## src/rtl/imm_ext_pipe_if.sv

```systemverilog
// ============================================================================
// Module : imm_ext_pipe_if
// Brief  : Valid/ready handshake bundle for the immediate-extension stage.
// Rev    : 1.0  initial release
// ============================================================================
`default_nettype none

interface imm_ext_pipe_if #(
    parameter int IMM_W  = 16,
    parameter int DATA_W = 32
);
    logic              in_valid;
    logic              in_ready;
    logic [IMM_W-1:0]  in_imm;
    logic [1:0]        in_mode;
    logic              out_valid;
    logic              out_ready;
    logic [DATA_W-1:0] out_data;
    logic [15:0]       ext_cnt;

    // master = producer of immediates / consumer of results
    modport master (
        output in_valid, in_imm, in_mode, out_ready,
        input  in_ready, out_valid, out_data, ext_cnt
    );

    modport slave (
        input  in_valid, in_imm, in_mode, out_ready,
        output in_ready, out_valid, out_data, ext_cnt
    );
endinterface

`default_nettype wire

```

## src/rtl/imm_ext_pipe.sv

```systemverilog
// ============================================================================
// Module : imm_ext_pipe
// Brief  : Registered immediate extension (SEXT/ZEXT/LHI/SEXT_B) with skid buffer.
// Rev    : 1.0  initial release
// ============================================================================
`default_nettype none

module imm_ext_pipe #(
    parameter int IMM_W  = 16,
    parameter int DATA_W = 32
) (
    input  wire logic     clk,
    input  wire logic     reset,
    imm_ext_pipe_if.slave bus
);
    localparam int         FILL_W        = DATA_W - IMM_W;
    localparam logic [1:0] C_MODE_SEXT   = 2'd0;
    localparam logic [1:0] C_MODE_ZEXT   = 2'd1;
    localparam logic [1:0] C_MODE_LHI    = 2'd2;
    localparam logic [1:0] C_MODE_SEXT_B = 2'd3;

    logic [DATA_W-1:0] r_or_data;
    logic              r_or_valid;
    logic [DATA_W-1:0] r_sk_data;
    logic              r_sk_valid;
    logic [15:0]       r_ext_cnt;

    logic [DATA_W-1:0] w_ext;
    logic              w_fill_ones;
    logic              w_accept;
    logic              w_xfer;

    always_comb begin
        w_ext       = '0;
        w_fill_ones = 1'b0;
        case (bus.in_mode)
            C_MODE_SEXT: begin
                w_ext       = {{FILL_W{bus.in_imm[IMM_W-1]}}, bus.in_imm};
                w_fill_ones = bus.in_imm[IMM_W-1];
            end
            C_MODE_ZEXT: w_ext = {{FILL_W{1'b0}}, bus.in_imm};
            C_MODE_LHI:  w_ext = {bus.in_imm, {FILL_W{1'b0}}};
            C_MODE_SEXT_B: begin
                w_ext       = {{(DATA_W-8){bus.in_imm[7]}}, bus.in_imm[7:0]};
                w_fill_ones = bus.in_imm[7];
            end
            default: begin
                w_ext       = '0;
                w_fill_ones = 1'b0;
            end
        endcase
    end

    // Ready depends only on stored state, never on out_ready.
    assign bus.in_ready  = ~r_sk_valid & ~reset;
    assign bus.out_valid = r_or_valid;
    assign bus.out_data  = r_or_data;
    assign bus.ext_cnt   = r_ext_cnt;

    assign w_accept = bus.in_valid & bus.in_ready;
    assign w_xfer   = r_or_valid & bus.out_ready;

    always_ff @(posedge clk) begin
        if (reset) begin
            r_or_data  <= '0;
            r_or_valid <= 1'b0;
            r_sk_data  <= '0;
            r_sk_valid <= 1'b0;
            r_ext_cnt  <= '0;
        end else begin
            if (!r_or_valid || w_xfer) begin
                // Skid entry is older than any new input, so it refills OR first.
                if (r_sk_valid) begin
                    r_or_data  <= r_sk_data;
                    r_or_valid <= 1'b1;
                    r_sk_valid <= w_accept;
                    if (w_accept) begin
                        r_sk_data <= w_ext;
                    end
                end else if (w_accept) begin
                    r_or_data  <= w_ext;
                    r_or_valid <= 1'b1;
                end else begin
                    r_or_valid <= 1'b0;
                end
            end else if (w_accept) begin
                r_sk_data  <= w_ext;
                r_sk_valid <= 1'b1;
            end

            if (w_accept && w_fill_ones) begin
                r_ext_cnt <= r_ext_cnt + 16'd1;
            end
        end
    end
endmodule

`default_nettype wire

```

## src/flat_wrapper.sv

```systemverilog
// flat-port wrapper written by rule: the top's interface ports become plain ports
module imm_ext_pipe_flat 
#(
    parameter int IMM_W  = 16,
    parameter int DATA_W = 32
)
  (clk, reset, bus_in_valid, bus_in_imm, bus_in_mode, bus_out_ready, bus_in_ready, bus_out_valid, bus_out_data, bus_ext_cnt);
  imm_ext_pipe_if #(.IMM_W(IMM_W), .DATA_W(DATA_W)) bus_i ();
  input  wire logic clk;
  input  wire logic reset;
  input wire logic [$bits(bus_i.in_valid)-1:0] bus_in_valid;
  input wire logic [$bits(bus_i.in_imm)-1:0] bus_in_imm;
  input wire logic [$bits(bus_i.in_mode)-1:0] bus_in_mode;
  input wire logic [$bits(bus_i.out_ready)-1:0] bus_out_ready;
  output wire logic [$bits(bus_i.in_ready)-1:0] bus_in_ready;
  output wire logic [$bits(bus_i.out_valid)-1:0] bus_out_valid;
  output wire logic [$bits(bus_i.out_data)-1:0] bus_out_data;
  output wire logic [$bits(bus_i.ext_cnt)-1:0] bus_ext_cnt;
  assign bus_i.in_valid = bus_in_valid;
  assign bus_i.in_imm = bus_in_imm;
  assign bus_i.in_mode = bus_in_mode;
  assign bus_i.out_ready = bus_out_ready;
  assign bus_in_ready = bus_i.in_ready;
  assign bus_out_valid = bus_i.out_valid;
  assign bus_out_data = bus_i.out_data;
  assign bus_ext_cnt = bus_i.ext_cnt;
  imm_ext_pipe #(.IMM_W(IMM_W), .DATA_W(DATA_W)) u_core (.clk(clk), .reset(reset), .bus(bus_i));
endmodule
```

## config.mk

```make
export PLATFORM = sky130hd
export DESIGN_NAME = imm_ext_pipe_flat
export DESIGN_NICKNAME = d
export VERILOG_FILES = /design/src/rtl/imm_ext_pipe_if.sv /design/src/rtl/imm_ext_pipe.sv /design/src/flat_wrapper.sv
export SDC_FILE = /design/constraint.sdc
export NUM_CORES = 1
export LEC_CHECK = 0
export CAP_MARGIN = 25
export CORE_MARGIN = 2
export CORE_UTILIZATION = 35
export CTS_CLUSTER_SIZE = 25
export DETAILED_ROUTE_END_ITERATION = 12
export PLACE_DENSITY_LB_ADDON = 0.15
export SLEW_MARGIN = 20
export SYNTH_ARGS = -nofsm -noshare
export SYNTH_HDL_FRONTEND = slang
export SYNTH_SLANG_ARGS = --single-unit
```

## constraint.sdc

```tcl
create_clock -name clk -period 6.3 [get_ports clk]
set_clock_uncertainty 0.15 [all_clocks]
set_input_delay 1.26 -clock clk [delete_from_list [all_inputs] [get_ports clk]]
set_output_delay 1.26 -clock clk [all_outputs]
set_load 0.02 [all_outputs]
```

==> flow_summary.json <==
{
  "core_region_area_um2": 10300,
  "cts_buffers": 9,
  "dieHeight_um": 107,
  "syn_inst": 427,
  "async_reset_ff_share_pct": 0,
  "synth_most_common_cell": "dfxtp_1",
  "cp-start-kind": "input pin",
  "path_class": "input pin to register",
  "rsz0062_at_grt": "false",
  "drv_slew": 0,
  "antenna_found_initial": 0,
  "ant_nets": 0,
  "maxCapViolCount": 0,
  "root_buffer": "clkbuf_8",
  "seq_area_frac_synth_pct": 44.5,
  "ys_types": 40,
  "finish.utilization_pct": 45.5,
  "first_iter_violations": 162,
  "fin_nets": 507,
  "vias": 3288,
  "p_leak_nw": 1.61,
  "tightestPinTransition_ns": 0.741,
  "clk_pin_slew_ns": 0.08,
  "die_area_um2": 11400,
  "clkSinkCount": 82,
  "cts_buffer_depth": 2,
  "syn_nets": 455,
  "worstPathRequired_ns": 6.38,
  "synthToLayoutAreaGrowth_pct": 26.9,
  "rr_startpoint": "u_core.r_sk_valid",
  "synth_top_area_share_pct": 44.5,
  "nFillCells": 1019,
  "cp-end-kind": "register",
  "yosysWarnings": 0,
  "htree_levels": 3,
  "cts_tree": "built",
  "slew_headroom_pct": 50.6,
  "yosys_most_used_dff": "dfxtp_1",
  "io_buffers": 71,
  "rows": 37,
  "synth.cell_area_um2": 3690,
  "post-dp-hpwl_um": 6430,
  "track_usage_pct": 17.3,
  "synth_area_per_cell_um2": 8.63,
  "gr-total-overflow": 0,
  "drive_gt1_share_pct": 5.61,
  "power.total_w": 0.00106,
  "diodes": 0,
  "hold_class": "register to register",
  "io_pins": 72,
  "holdBufCountCts": 0,
  "place.gp.congestion": 0.803,
  "grt_pass1_vias": 3059,
  "clock_latency_ns": 0.34,
  "crit_fanout": 10,
  "hold_violations": 0,
  "synth-seq-cells": 82,
  "wire_per_inst_um": 15.7,
  "cts_resized": 0,
  "layout_worst_path_cycle_share_pct": 62.6,
  "die_x_um": 107,
  "worstPathArrival_ns": 4.02,
  "ir_worst_vdd_uv": 110,
  "synth_edf_count": 0,
  "synthTopCellsByArea": "dfxtp_1 45%, nor2_1 5.2%, nand2b_1 4.9%",
  "period_needed_ns": 3.94,
  "route.detailed.drc": 0,
  "grt_pass1_wl_um": 15800,
  "viasPerCell": 5.33,
  "drt_pre_antenna_iters": 5,
  "powerDensity_nw_per_um2": 228,
  "setup_viol": 0,
  "totalWireLength_um": 9710,
  "synthTopCellsByCount": "82 x dfxtp_1, 51 x nor2_1, 29 x clkbuf_1, 29 x nand2b_1, 25 x a21oi_1",
  "crit_start": "bus_in_mode[0]",
  "tns_ns": 0,
  "grt_max_degree": 45,
  "fmax_mhz": 254,
  "synth_top_area_cell": "dfxtp_1",
  "post-cts-setup-buffer-count": 0,
  "status": "finished, final reports clean",
  "hp-start": "u_core.r_sk_data[3]",
  "initial_core_util_pct": 35.9
}
[path summary, 6_finish.rpt]
path	to	slack, ns	cells after the start
min	u_core.r_sk_data[3]	0.31	2
min reg2reg	u_core.r_sk_data[3]	0.31	2
max reg2reg	u_core.bus.out_data[30]	3.29	7
max	u_core.bus.ext_cnt[15]	2.36	7
[critical path, stage by stage]
cell and delay [ns]:
clkdlybuf4s50_1 0.53, inv_1 0.10, ha_1 0.30, or4b_1 0.60
or3_1 0.54, nor4_1 0.33, mux2_2 0.36
[cells in the final DEF, fill, tap and decap left out, types with 2 or more instances in the layout]
master	instances
nor2_1	51
mux2i_1	2
nand3_1	22
clkdlybuf4s50_1	70
xnor2_1	4
or4_1	3
dfxtp_1	82
clkbuf_8	10
o31ai_1	3
nand4_1	3
nor4_1	2
or2_2	2
nor2b_1	5
a21oi_1	24
a211oi_1	23
a311oi_1	8
buf_4	7
or3_1	7
o21ai_0	8
nand2_1	22
and2_1	7
a32o_1	16
ha_1	6
a211o_1	16
o32ai_1	7
inv_1	5
nor3_1	19
nand2b_1	29
[stage by stage]
stage / setup WS (ns) / instance area [µm²] / instances / hold WS [ns]
after CTS: 2.38 / 4650 / 616 / 0.314
after floorplan: 2.73 / 3690 / 427 / 0.286
after global routing: 2.24 / 4680 / 617 / 0.329
final: 2.36 / 4680 / 617 / 0.313
after global placement: 2.05 / 4450 / 602 / 0.292
after detailed placement: 2.01 / 4470 / 603 / 0.302
[cell type report]
type | count | area, µm² | share of cell area, %
multi-input combinational | 301 | 1870 | 39.9
sequential | 82 | 1640 | 35.1
inverter | 5 | 18.8 | 0.401
tap | 136 | 170 | 3.64
timing repair buffer | 80 | 801 | 17.1
clock inverter | 3 | 42.5 | 0.910
clock buffer | 10 | 138 | 2.94
[metal layers]
layer	track usage (%)	vias to the layer above	part of all wire [%]
met4	6.86	0	0.91
li1	-	1645	-
met3	2.49	6	4.1
met2	26.3	91	45
met5	0	-	0
met1	24.5	1546	50
[cells by family after synthesis]
group	count (synthesis)	share of synthesized area (%)
AND/OR/NAND/NOR	178	24.4
XOR/XNOR	5	1.19
flip-flops	82	44.5
buffers and inverters	44	4.96
adder cells (fa/ha/maj)	6	2.04
multiplexers	3	0.849
AO/OA/AOI/OAI	109	22.1
[flip-flops by register name (all words and copies together) (netlist names)]
register	count
u_core.bus.out_valid	1
u_core.r_sk_valid	1
u_core.bus.out_data	32
u_core.r_sk_data	32
u_core.bus.ext_cnt	16
[power breakdown]
group          internal [W]  switching, W  total [W]
sequential         0.000535    0.00000888   0.000543
clock              0.000187      0.000184   0.000371
combinational     0.0000681     0.0000828   0.000151
total              0.000790      0.000275    0.00106
No activity file was read; power rests on OpenSTA's default activity.
==> edit 1, RTL diff (same flow settings) <==
`IMM_W` is set to 16 in 3 places; all go to 14.
--- a/src/rtl/imm_ext_pipe_if.sv
+++ b/src/rtl/imm_ext_pipe_if.sv
@@ -7,5 +7,5 @@
 
 interface imm_ext_pipe_if #(
-    parameter int IMM_W  = 16,
+    parameter int IMM_W  = 14,
     parameter int DATA_W = 32
 );
--- a/src/rtl/imm_ext_pipe.sv
+++ b/src/rtl/imm_ext_pipe.sv
@@ -7,5 +7,5 @@
 
 module imm_ext_pipe #(
-    parameter int IMM_W  = 16,
+    parameter int IMM_W  = 14,
     parameter int DATA_W = 32
 ) (
--- a/src/flat_wrapper.sv
+++ b/src/flat_wrapper.sv
@@ -2,5 +2,5 @@
 module imm_ext_pipe_flat 
 #(
-    parameter int IMM_W  = 16,
+    parameter int IMM_W  = 14,
     parameter int DATA_W = 32
 )
Ports: changed (resized bus_in_imm); port bits go from 72 to 70. The function was not compared with the original's and may differ.
==> edit 1 against the unedited design <==
  * Design area shrank 6.6%
  * Total power down 3.7%
  * Critical path depth decreased by 4
  * Clock power increased by 4%
  * Wire length is 11% lower
  * Synthesized cell count down 7.3%
  * Register-to-register slack better by 150 ps
  * Area after synthesis fell by 7.8%
  * Sequential share of layout area shrank 0.27 points
  * Sequential cell count down 6
  * Via count down 7.4%
  * Worst setup slack lost 100 ps
  * Combinational power is 9.9% lower
  * First-iteration DRC count grew 0.62%
  * Largest cell class unchanged
==> edit 1: results <==
{
  "critPathLaunch": "reset",
  "clockRootBuffer": "clkbuf_8",
  "track_usage_pct": 17.2,
  "timing.rr.end": "u_core.bus.ext_cnt[15]",
  "grt_pass1_wl_mm": 14.1,
  "synth_common_cells": "76 x dfxtp_1, 45 x nor2_1, 34 x clkbuf_1",
  "synth_area_per_cell_um2": 8.58,
  "vias": 3046,
  "finalNetCount": 470,
  "wl_mm": 8.64,
  "drive_gt1_share_pct": 5.79,
  "dpl.hpwl_mm": 5.72,
  "placedCellCount": 561,
  "worstSetupEndpoint": "bus_in_ready",
  "cts.htree.levels": 3,
  "r2r_start": "u_core.r_sk_valid",
  "port_buffers": 69,
  "peakVddDrop_v": 0.000152,
  "maxSlewHeadroom_pct": 47.0,
  "drt-wirelength-per-cell_um": 14.9,
  "post-route-drc-count": 0,
  "drt_iter0_markers": 163,
  "r2r_setup_slack_ps": 3440,
  "grt_pass1_vias": 2904,
  "holdCritPathClass": "register to register",
  "synthTopCellsByArea": "dfxtp_1 45%, nor2_1 5.0%, a32o_1 4.4%, a211o_1 3.9%, clkbuf_1 3.8%",
  "crit_fanout": 43,
  "cts_resized": 0,
  "synth_seq_area_share_pct": 44.8,
  "p_leak_uw": 0.00149,
  "postCtsSetupRepairBufs": 0,
  "outcome": "complete, no violations",
  "arrival_ps": 2630,
  "synthArstFlopShare_pct": 0,
  "cts_made_buffers": 9,
  "yosysWarnings": 0,
  "gp_congestion": 0.798,
  "clk_path_buf_depth": 2,
  "grt_max_degree": 49,
  "dr.pass1.iters": 4,
  "antenna_cells": 0,
  "synth_cell_type_count": 37,
  "antenna_found_initial": 0,
  "r2r.worst_path.cells": 5,
  "synth_nets": 422,
  "finalHoldViolations": 0,
  "clkLatencyLatePin_ps": 340,
  "clk_pin_slew_ps": 80
}
## edit 1: cell types whose count changed after synthesis, moves of 6 or more
cell | unedited run | this run
a211oi_1 | 23 | 15
buf_1 | 6 | 0
dfxtp_1 | 82 | 76
nand2b_1 | 29 | 19
nor2_1 | 51 | 45
o32ai_1 | 7 | 0
## edit 1: cells by family (layout without fill, tap and decap cells)
group                      after synthesis  after routing  share of synthesized area, %
AOI/OAI and AO/OA                      101            101                          21.8
and+or+nand+nor                        157            157                          22.8
buffers and inverters                   45             98                          5.37
muxes                                    5              5                          1.47
xor gates and xnor gates                 6              6                          1.55
adders and majority gates                6              6                          2.21
DFF                                     76             76                          44.8
## edit 1: how the worst min path moves through the flow
| stage | startpoint | end | slack, ps | cells past startpoint |
|---|---|---|---|---|
| global route | u_core.r_sk_data[3] | u_core.r_sk_data[3] | 350 | 2 |
| CTS | u_core.r_sk_data[2] | u_core.r_sk_data[2] | 310 | 2 |
| floorplan | u_core.r_sk_data[0] | u_core.r_sk_data[0] | 290 | 2 |
| finish | u_core.r_sk_data[0] | u_core.r_sk_data[0] | 310 | 2 |
| detailed placement | u_core.r_sk_data[2] | u_core.r_sk_data[2] | 300 | 2 |
| global placement | u_core.r_sk_data[0] | u_core.r_sk_data[0] | 290 | 2 |
## edit 1: final cells by class
class,count,area (um^2)
Clock buffer,10,138
Inverter,6,22.5
Clock inverter,6,72.6
Sequential cell,76,1520
Fill cell,934,4960
Multi-Input combinational cell,275,1710
Timing Repair Buffer,76,746
Tap cell,129,161
## edit 1: critical path, stage by stage
cell             delay, ps
buf_2                  610
nor2_1                 170
clkdlybuf4s50_1        580
## edit 1: metrics by stage
| stage | util [%] | hold slack (ps) | area [um^2] | power (uW) | setup WS (ps) |
|---|---|---|---|---|---|
| after global placement | 44.3 | 294 | 4130 | 648 | 1980 |
| after detailed placement | 44.5 | 298 | 4150 | 651 | 1940 |
| after floorplan | - | 286 | 3400 | 593 | 2710 |
| final | 46.8 | 310 | 4370 | 1030 | 2260 |
| after CTS | 46.7 | 311 | 4360 | 1040 | 2250 |
| after global routing | 46.8 | 345 | 4370 | 1070 | 2140 |
## edit 1: per-layer routing
metal  part of all wire (%)  vias to the layer above  global-route usage [%]  routed length [um]
li1                       -                     1531                       -                   -
met1                     47                     1447                    21.8                4020
met2                     49                       61                    29.1                4210
met3                    3.8                        7                    4.47                 324
met4                   0.95                        0                    4.31                  82
met5                      0                        -                       0                   0
## edit 1: where the power goes
| part | internal, uW | switching (uW) | total [uW] | leakage, uW |
|---|---|---|---|---|
| sequential | 495 | 8.11 | 503 | 0.000616 |
| clock | 197 | 189 | 386 | 0.000103 |
| combinational | 60.2 | 75.8 | 136 | 0.000773 |
| total | 753 | 273 | 1030 | 0.00149 |
==> edit 2, RTL diff (config.mk and constraints unchanged) <==
Made on the original files. Reset style: asynchronous (`reset`), changed in one clocked block.
--- a/src/rtl/imm_ext_pipe.sv
+++ b/src/rtl/imm_ext_pipe.sv
@@ -61,5 +61,5 @@
     assign w_xfer   = r_or_valid & bus.out_ready;
 
-    always_ff @(posedge clk) begin
+    always_ff @(posedge clk or posedge reset) begin
         if (reset) begin
             r_or_data  <= '0;
Formal check against the unedited RTL: differs if reset is asserted again (counterexample within 4 cycles, from zero or initial values and one cycle with reset high); with reset held inactive, the same outputs for 4 cycles.
==> edit 2 against the unedited design <==
  * Utilization about the same
  * Wire length decreased by 8.5%
  * Design area increased by 4.1%
  * Worst setup slack improved by 42 ps
  * Area after synthesis increased by 3.1%
  * Fmax increased by 1.1%
  * Critical path depth decreased by 4
  * Sequential cell count unchanged
  * Critical endpoint is now bus_in_ready
Power is not compared: it rests on default switching activity, and its combinational part moved more than twofold at a synthesized area within 25%.
==> edit 2: results <==
{
  "buffer_area_share_pct": 15.7,
  "min_to": "u_core.bus.ext_cnt[15]",
  "final-clk-cell-share_pct": 4.27,
  "fill_cells": 1038,
  "crit_fanout": 5,
  "synthArstFlopShare_pct": 100,
  "inv_count": 4,
  "synth_common_cells": "82 x dfrtp_1, 72 x nand2_1, 46 x a21oi_1",
  "timing.rr.end": "u_core.r_sk_data[16]",
  "critPathSlowestCell": "clkdlybuf4s50_1",
  "synth-compound-area-share_pct": 16.0,
  "multi_input_area_share_pct": 34.0,
  "dpl.hpwl_mm": 6.07,
  "vias": 2951,
  "muxShareOfSynthArea_pct": 0.560,
  "multi_input_gates": 290,
  "drive_gt1_share_pct": 7.05,
  "synthAdderAreaFrac_pct": 1.98,
  "placedCellCount": 591,
  "r2r_setup_slack_ps": 3840,
  "synth_cell_type_count": 33,
  "outcome": "complete, no violations",
  "arrival_ps": 2490,
  "finalNetCount": 492,
  "nNonClkBuffers": 77,
  "drt-wirelength-per-cell_um": 14.6,
  "synthTopCellsByArea": "dfrtp_1 54%, nand2_1 7.1%, a21oi_1 6.1%, nor2b_1 5.4%, o31ai_1 4.5%"
}
## edit 2: cell types whose count changed after synthesis, sizes merged, moves of 14 or more
cell    before  now
a211o       16    1
a211oi      23    1
a21oi       25   46
a32o        16    0
dfrtp        0   82
dfxtp       82    0
nand2       22   72
nand2b      29    3
nand3       22    7
nor2        51   29
nor2b        5   33
nor3        19    5
o21ai        8   35
o31ai        3   23
## edit 2: through the flow
stage / instance area, um^2 / power (uW) / utilization (%) / setup slack, ps / hold slack [ps]
detailed placement: 4630 / 1080 / 43.3 / 2040 / 312
finish: 4870 / 1480 / 45.5 / 2400 / 324
global route: 4870 / 1570 / 45.5 / 2350 / 349
global placement: 4630 / 1070 / 43.3 / 2130 / 308
floorplan: 3800 / 906 / - / 2780 / 295
CTS: 4840 / 1500 / 45.3 / 2400 / 334
## edit 2: metal layers
layer,GRT usage [%],part of all wire [%]
met5,0,0
met4,6.87,1.7
met3,2.83,4.1
met2,26.6,47
met1,22.2,47
